[src/rtl/kmap_lut_seq_pkg.sv]
// Shared types and parameter bounds for the kmap_lut_seq truth-table evaluator.
package kmap_pkg;

  typedef enum logic [1:0] {
    IDLE  = 2'd0,
    SWEEP = 2'd1,
    DRAIN = 2'd2
  } kmap_state_t;

  localparam int KMAP_N_IN_MIN  = 2;
  localparam int KMAP_N_IN_MAX  = 8;
  localparam int KMAP_N_OUT_MIN = 1;
  localparam int KMAP_N_OUT_MAX = 8;

  // A single channel still needs a 1-bit select so discarded writes stay addressable.
  function automatic int kmap_ch_width(input int n_out);
    return (n_out > 1) ? $clog2(n_out) : 1;
  endfunction

endpackage

[src/rtl/kmap_lut_seq_if.sv]
// Handshake bundle between the stimulus source, kmap_lut_seq and the result consumer.
interface kmap_lut_seq_if #(
  parameter int N_IN  = 4,
  parameter int N_OUT = 2
);
  import kmap_pkg::*;

  localparam int D    = 2 ** N_IN;
  localparam int CH_W = kmap_ch_width(N_OUT);

  logic              cfg_valid;
  logic              cfg_ready;
  logic [CH_W-1:0]   cfg_ch;
  logic [D-1:0]      cfg_table;
  logic              in_valid;
  logic              in_ready;
  logic [N_IN-1:0]   in_vec;
  logic              sweep_start;
  logic              sweep_busy;
  logic              sweep_done;
  logic              out_valid;
  logic              out_ready;
  logic [N_OUT-1:0]  out_vec;
  logic [N_IN-1:0]   out_idx;

  modport master (
    output cfg_valid, cfg_ch, cfg_table, in_valid, in_vec, sweep_start, out_ready,
    input  cfg_ready, in_ready, sweep_busy, sweep_done, out_valid, out_vec, out_idx
  );

  modport slave (
    input  cfg_valid, cfg_ch, cfg_table, in_valid, in_vec, sweep_start, out_ready,
    output cfg_ready, in_ready, sweep_busy, sweep_done, out_valid, out_vec, out_idx
  );

endinterface

[src/rtl/kmap_lut_seq_lut_mux_tree.sv]
// Combinational 2^N_IN:1 selector returning the truth-table bit addressed by the input vector.
module lut_mux_tree #(
  parameter int N_IN = 4
) (
  input  logic [2**N_IN-1:0] i_table,
  input  logic [N_IN-1:0]    i_sel,
  output logic               o_bit
);

  assign o_bit = i_table[i_sel];

endmodule

[src/rtl/kmap_lut_seq.sv]
// Registered, run-time programmable N_IN-input / N_OUT-output Boolean function block
// with valid/ready ports and a built-in full truth-table sweep.
module kmap_lut_seq
  import kmap_pkg::*;
#(
  parameter int N_IN  = 4,
  parameter int N_OUT = 2
) (
  input logic          clk,
  input logic          rst_n,
  kmap_lut_seq_if.slave bus
);

  localparam int D    = 2 ** N_IN;
  localparam int CH_W = kmap_ch_width(N_OUT);
  localparam int CW   = N_IN + 1;
  localparam logic [CW-1:0] LAST_IDX = CW'(D - 1);

  if ((N_IN < KMAP_N_IN_MIN) || (N_IN > KMAP_N_IN_MAX) ||
      (N_OUT < KMAP_N_OUT_MIN) || (N_OUT > KMAP_N_OUT_MAX)) begin : g_param_err
    $error("kmap_lut_seq: N_IN or N_OUT outside supported range");
  end

  kmap_state_t      r_state;
  kmap_state_t      w_state_nxt;
  logic [CW-1:0]    r_cnt;
  logic [CW-1:0]    w_cnt_nxt;
  logic             r_sweep_done;
  logic             w_done_nxt;
  logic [D-1:0]     r_table [N_OUT];
  logic             r_out_valid;
  logic [N_OUT-1:0] r_out_vec;
  logic [N_IN-1:0]  r_out_idx;

  logic             w_out_free;
  logic             w_ext_issue;
  logic             w_swp_issue;
  logic             w_issue;
  logic             w_cfg_acc;
  logic [N_IN-1:0]  w_issue_vec;
  logic [N_OUT-1:0] w_eval;

  assign w_out_free  = !r_out_valid || bus.out_ready;
  assign w_ext_issue = (r_state == IDLE) && bus.in_valid && w_out_free;
  assign w_swp_issue = (r_state == SWEEP) && w_out_free;
  assign w_issue     = w_ext_issue || w_swp_issue;
  assign w_issue_vec = (r_state == SWEEP) ? r_cnt[N_IN-1:0] : bus.in_vec;
  assign w_cfg_acc   = (r_state == IDLE) && bus.cfg_valid;

  // Tables are read before this cycle's write lands, so a colliding issue sees the old table.
  for (genvar k = 0; k < N_OUT; k++) begin : g_ch
    lut_mux_tree #(.N_IN(N_IN)) u_mux (
      .i_table (r_table[k]),
      .i_sel   (w_issue_vec),
      .o_bit   (w_eval[k])
    );
  end

  // Sweep sequencing: next state, counter and completion pulse.
  always_comb begin
    w_state_nxt = r_state;
    w_cnt_nxt   = r_cnt;
    w_done_nxt  = 1'b0;
    case (r_state)
      IDLE: begin
        if (bus.sweep_start) begin
          w_state_nxt = SWEEP;
          w_cnt_nxt   = {CW{1'b0}};
        end else begin
          w_state_nxt = IDLE;
        end
      end
      SWEEP: begin
        if (w_swp_issue) begin
          w_cnt_nxt = r_cnt + CW'(1);
          if (r_cnt == LAST_IDX) begin
            w_state_nxt = DRAIN;
          end else begin
            w_state_nxt = SWEEP;
          end
        end else begin
          w_state_nxt = SWEEP;
        end
      end
      DRAIN: begin
        if (r_out_valid && bus.out_ready) begin
          w_state_nxt = IDLE;
          w_done_nxt  = 1'b1;
        end else begin
          w_state_nxt = DRAIN;
        end
      end
      default: begin
        w_state_nxt = IDLE;
      end
    endcase
  end

  // Sequencer state register.
  always_ff @(posedge clk or negedge rst_n) begin
    if (!rst_n) begin
      r_state      <= IDLE;
      r_cnt        <= {CW{1'b0}};
      r_sweep_done <= 1'b0;
    end else begin
      r_state      <= w_state_nxt;
      r_cnt        <= w_cnt_nxt;
      r_sweep_done <= w_done_nxt;
    end
  end

  // Truth-table storage; writes to a channel index beyond N_OUT match nothing and vanish.
  always_ff @(posedge clk or negedge rst_n) begin
    if (!rst_n) begin
      for (int k = 0; k < N_OUT; k++) begin
        r_table[k] <= {D{1'b0}};
      end
    end else begin
      for (int k = 0; k < N_OUT; k++) begin
        if (w_cfg_acc && (bus.cfg_ch == CH_W'(k))) begin
          r_table[k] <= bus.cfg_table;
        end
      end
    end
  end

  // Single-entry output register; holds its contents while the consumer stalls.
  always_ff @(posedge clk or negedge rst_n) begin
    if (!rst_n) begin
      r_out_valid <= 1'b0;
      r_out_vec   <= {N_OUT{1'b0}};
      r_out_idx   <= {N_IN{1'b0}};
    end else if (w_out_free) begin
      r_out_valid <= w_issue;
      if (w_issue) begin
        r_out_vec <= w_eval;
        r_out_idx <= w_issue_vec;
      end
    end
  end

  assign bus.cfg_ready  = (r_state == IDLE);
  assign bus.in_ready   = (r_state == IDLE) && w_out_free;
  assign bus.sweep_busy = (r_state != IDLE);
  assign bus.sweep_done = r_sweep_done;
  assign bus.out_valid  = r_out_valid;
  assign bus.out_vec    = r_out_vec;
  assign bus.out_idx    = r_out_idx;

endmodule

[src/flat_wrapper.sv]
// flat-port wrapper written by rule: the top's interface ports become plain ports
module kmap_lut_seq_flat import kmap_pkg::*;
#(
  parameter int N_IN  = 4,
  parameter int N_OUT = 2
)
  (clk, rst_n, bus_cfg_valid, bus_cfg_ch, bus_cfg_table, bus_in_valid, bus_in_vec, bus_sweep_start, bus_out_ready, bus_cfg_ready, bus_in_ready, bus_sweep_busy, bus_sweep_done, bus_out_valid, bus_out_vec, bus_out_idx);
  kmap_lut_seq_if #(.N_IN(N_IN), .N_OUT(N_OUT)) bus_i ();
  input logic clk;
  input logic rst_n;
  input wire logic [$bits(bus_i.cfg_valid)-1:0] bus_cfg_valid;
  input wire logic [$bits(bus_i.cfg_ch)-1:0] bus_cfg_ch;
  input wire logic [$bits(bus_i.cfg_table)-1:0] bus_cfg_table;
  input wire logic [$bits(bus_i.in_valid)-1:0] bus_in_valid;
  input wire logic [$bits(bus_i.in_vec)-1:0] bus_in_vec;
  input wire logic [$bits(bus_i.sweep_start)-1:0] bus_sweep_start;
  input wire logic [$bits(bus_i.out_ready)-1:0] bus_out_ready;
  output wire logic [$bits(bus_i.cfg_ready)-1:0] bus_cfg_ready;
  output wire logic [$bits(bus_i.in_ready)-1:0] bus_in_ready;
  output wire logic [$bits(bus_i.sweep_busy)-1:0] bus_sweep_busy;
  output wire logic [$bits(bus_i.sweep_done)-1:0] bus_sweep_done;
  output wire logic [$bits(bus_i.out_valid)-1:0] bus_out_valid;
  output wire logic [$bits(bus_i.out_vec)-1:0] bus_out_vec;
  output wire logic [$bits(bus_i.out_idx)-1:0] bus_out_idx;
  assign bus_i.cfg_valid = bus_cfg_valid;
  assign bus_i.cfg_ch = bus_cfg_ch;
  assign bus_i.cfg_table = bus_cfg_table;
  assign bus_i.in_valid = bus_in_valid;
  assign bus_i.in_vec = bus_in_vec;
  assign bus_i.sweep_start = bus_sweep_start;
  assign bus_i.out_ready = bus_out_ready;
  assign bus_cfg_ready = bus_i.cfg_ready;
  assign bus_in_ready = bus_i.in_ready;
  assign bus_sweep_busy = bus_i.sweep_busy;
  assign bus_sweep_done = bus_i.sweep_done;
  assign bus_out_valid = bus_i.out_valid;
  assign bus_out_vec = bus_i.out_vec;
  assign bus_out_idx = bus_i.out_idx;
  kmap_lut_seq #(.N_IN(N_IN), .N_OUT(N_OUT)) u_core (.clk(clk), .rst_n(rst_n), .bus(bus_i));
endmodule
[config.mk]
export PLATFORM = sky130hd
export DESIGN_NAME = kmap_lut_seq_flat
export DESIGN_NICKNAME = d
export VERILOG_FILES = /design/src/rtl/kmap_lut_seq_pkg.sv /design/src/rtl/kmap_lut_seq_if.sv /design/src/rtl/kmap_lut_seq_lut_mux_tree.sv /design/src/rtl/kmap_lut_seq.sv /design/src/flat_wrapper.sv
export SDC_FILE = /design/constraint.sdc
export NUM_CORES = 1
export LEC_CHECK = 0
export CORE_UTILIZATION = 40
export DETAILED_ROUTE_END_ITERATION = 7
export GPL_ROUTABILITY_DRIVEN = 0
export GPL_TIMING_DRIVEN = 0
export HOLD_SLACK_MARGIN = 0.1
export PLACE_DENSITY = 0.66
export SLEW_MARGIN = 20
export SYNTH_ARGS = -nofsm -noshare
export SYNTH_HDL_FRONTEND = slang
export SYNTH_SLANG_ARGS = --single-unit
[constraint.sdc]
create_clock -name clk -period 5.7 [get_ports clk]
set_input_delay 0.57 -clock clk [delete_from_list [all_inputs] [get_ports clk]]
set_output_delay 0.57 -clock clk [all_outputs]
set_load 0.01 [all_outputs]
==> results_dict.tcl <==
set metrics [dict create \
    pwr-share-comb_pct 44.5 \
    synth_common_cells "dfrtp_1 (47), mux2_2 (35), nand2_1 (11)" \
    relSlewSlack_pct 38.7 \
    critPathMaxFanout 7 \
    dp_hpwl_um 3330 \
    num-nets-final 251 \
    busiest_layer "met1" \
    worst_path_largest_cell_delay_ns 0.49 \
    startpoint "bus_out_ready" \
    yosys_warnings 0 \
    fmax_ghz 0.387 \
    ant_nets 0 \
    final.setup_skew_ns 0.00723 \
    post_cts_buffers 0 \
    async_flop_share_pct 100 \
    avgSynthCellArea_um2 12.8 \
    antenna_found_initial 0 \
    grt_usage_pct 17.6 \
    synth_seq_cells 47 \
    clkPwrFrac_pct 15.5 \
    power.density_nw_per_um2 501 \
    path_class "primary input to primary output" \
    holdBufCountCts 0 \
    netlist_instances 177 \
    cap_viol_max_count 0 \
    grt_pass1_wl_um 7940 \
    period_needed_ns 2.58 \
    regArea_um2 1180 \
    cp.arrival_ns 2.01 \
    required_ns 5.13 \
    hold_class "primary input to asynchronous set/reset pin" \
    use_met1_pct 25.1 \
    cts_tree "done" \
    n_fill_cell 488 \
    synth_area_leaders "dfrtp_1 (52%), mux2_2 (17%), mux2i_1 (4.4%)" \
    cts.clk_slew.worst_paths_ns 0.09 \
    clockBufferDepth 2 \
    p_sw_share_pct 34.4 \
    yosysSeqAreaShare_pct 52.1 \
    drt_first_pass_iters 4 \
    drive_above_1_share_pct 25.6 \
    syn-num-nets 206 \
    wl_um 4620 \
    path_cells "clkdlybuf4s50_1 > nor2b_1 > nor2_1 > clkdlybuf4s50_1" \
    synth.most_common_cell "dfrtp_1" \
    core_area_um2 5270 \
    vias 1538 \
    routed_via_density 5.25 \
    totalNegativeSetupSlack_ns 0 \
    clock-sinks 47 \
    irDropWorstVdd_mv 0.217 \
    h-tree-depth 2 \
    ios 38 \
    min_period_over_period_pct 45.3 \
    power.leakage_nw 1.25 \
    status "completed" \
    yosysUniqueCellTypes 33 \
    worstMarginPinSlew_ns 0.894 \
    grt_pass1_vias 1538 \
    grt_overflow 0 \
    multi_input_area_um2 1020 \
    avgRoutedWirePerCell_um 15.8 \
    cts-root-buf "clkbuf_8" \
    die_h_um 77.1 \
    setup_slack_ns 3.12 \
    end_kind "primary output" \
    die_w_um 77.1 \
    numPortBuffers 37 \
    drtIter0Drc 84 \
    dp_slack_ns 3.04 \
    cp_common_cell "clkdlybuf4s50_1" \
    synth_edf_count 0 \
    use_met3_pct 4.17 \
    critPathLaunchType "primary input" \
    p_switching_w 0.000488 \
    synth_top_flop_cell "dfrtp_1" \
    critPathSlowestCell "clkdlybuf4s50_1" \
    grt_max_degree 27 \
    rsz0062_at_grt "no" \
    post_cts_resized 0 \
    yosys.area.top_type "dfrtp_1" \
    start_util_pct 42.8 \
    area_growth_pct 25.3 \
    p_int_w 0.000931 \
    timing.rr.start "u_core.r_state[1]" \
    synth_area_um2 2260 \
    power.share.sequential_pct 40.0 \
    hold_viol_final 0 \
    setup_viol 0 \
    numCtsBuffers 5 \
    antenna_cells 0 \
    synth_top_area_share_pct 52.1 \
    grtUsageMet2_pct 24.9 \
    remaining_drc_errors 0 \
    drv_slew 0 \
    clk_latency_ns 0.31 \
    core.rowCount 26 \
    die_area_um2 5950 \
]
## registers in the layout, summed over array words and instances (netlist names)
| name | flops |
|---|---|
| u_core.bus.out_valid | 1 |
| u_core.bus.sweep_done | 1 |
| u_core.bus.out_vec | 2 |
| u_core.bus.out_idx | 4 |
| u_core.r_cnt | 5 |
| u_core.r_table | 32 |
| u_core.r_state | 2 |
## cell type report
cell class              instances  share of cell area [%]
plain buffers                   8                    1.50
inverters                       5                   0.663
flip-flops and latches         47                    41.6
clock buffers                   6                    2.92
multi-input cells             117                    36.0
clock inverters                 2                   0.575
repair buffers                 38                    13.6
well taps                      70                    3.10
## worst paths after layout
path	end	slack, ns	cells past startpoint
min reg2reg	u_core.bus.out_idx[3]	0.48	1
max	bus_in_ready	3.12	4
max in group asynchronous	u_core.bus.out_vec[1]	4.95	2
min	u_core.r_cnt[1]	0.23	1
min in group clk	u_core.bus.out_idx[3]	0.48	1
max reg2reg	u_core.bus.out_vec[0]	3.32	5
## placed cells by master, fill, tap and decap left out, types with 3 or more instances in the layout
cell type | netlist | routed
a22o_1 | 5 | 5
mux2i_1 | 10 | 10
mux2_2 | 35 | 35
clkdlybuf4s50_1 | 0 | 36
mux4_2 | 4 | 4
buf_2 | 4 | 5
nand2_1 | 11 | 11
o22ai_1 | 3 | 3
clkbuf_1 | 3 | 3
nor3b_1 | 4 | 4
a31oi_1 | 3 | 3
clkbuf_8 | 0 | 6
nor2_1 | 5 | 5
dfrtp_1 | 47 | 47
o21ai_0 | 9 | 9
nand3_1 | 4 | 4
inv_1 | 5 | 5
## layer usage
metal / part of all wire [%] / up-vias
li1: - / 742
met1: 50 / 760
met2: 43 / 27
met3: 3.4 / 9
met4: 2.6 / 0
met5: 0 / -
## worst max-delay path, delay by kind of cell
kind	cells	cell delay (ns)
buf+inv	2	0.95
simple gates	2	0.49
## logic make-up after synthesis
| family | after synthesis | share of synthesized area, % |
|---|---|---|
| compound gates | 29 | 8.54 |
| fa+ha+maj | 2 | 1.11 |
| buf+inv | 13 | 2.72 |
| flops | 47 | 52.1 |
| mux | 50 | 26.9 |
| simple gates | 36 | 8.65 |
## stage by stage
| step | util (%) | cell area (µm²) | cells | total power, W | hold slack [ns] |
|---|---|---|---|---|---|
| 5_1_grt | 53.7 | 2830 | 293 | 0.00152 | 0.260 |
| 4_1_cts | 53.7 | 2830 | 293 | 0.00144 | 0.238 |
| 3_5_place_dp | 51.8 | 2730 | 285 | 0.00121 | 0.465 |
| 6_report | 53.7 | 2830 | 293 | 0.00142 | 0.232 |
| 3_3_place_gp | 51.5 | 2720 | 284 | 0.00120 | 0.459 |
| 2_1_floorplan | - | 2260 | 177 | 0.00101 | 0.274 |
## power by group through the flow
| stage | Combinational (W) | Clock (W) | Sequential, W |
|---|---|---|---|
| 5_1_grt | 0.000696 | 0.000236 | 0.000588 |
| 3_5_place_dp | 0.000638 | 0 | 0.000575 |
| 2_1_floorplan | 0.000454 | 0 | 0.000558 |
| 4_1_cts | 0.000640 | 0.000227 | 0.000568 |
| 3_3_place_gp | 0.000625 | 0 | 0.000571 |
| 6_report | 0.000631 | 0.000219 | 0.000567 |
No activity file was read; power rests on OpenSTA's default activity.
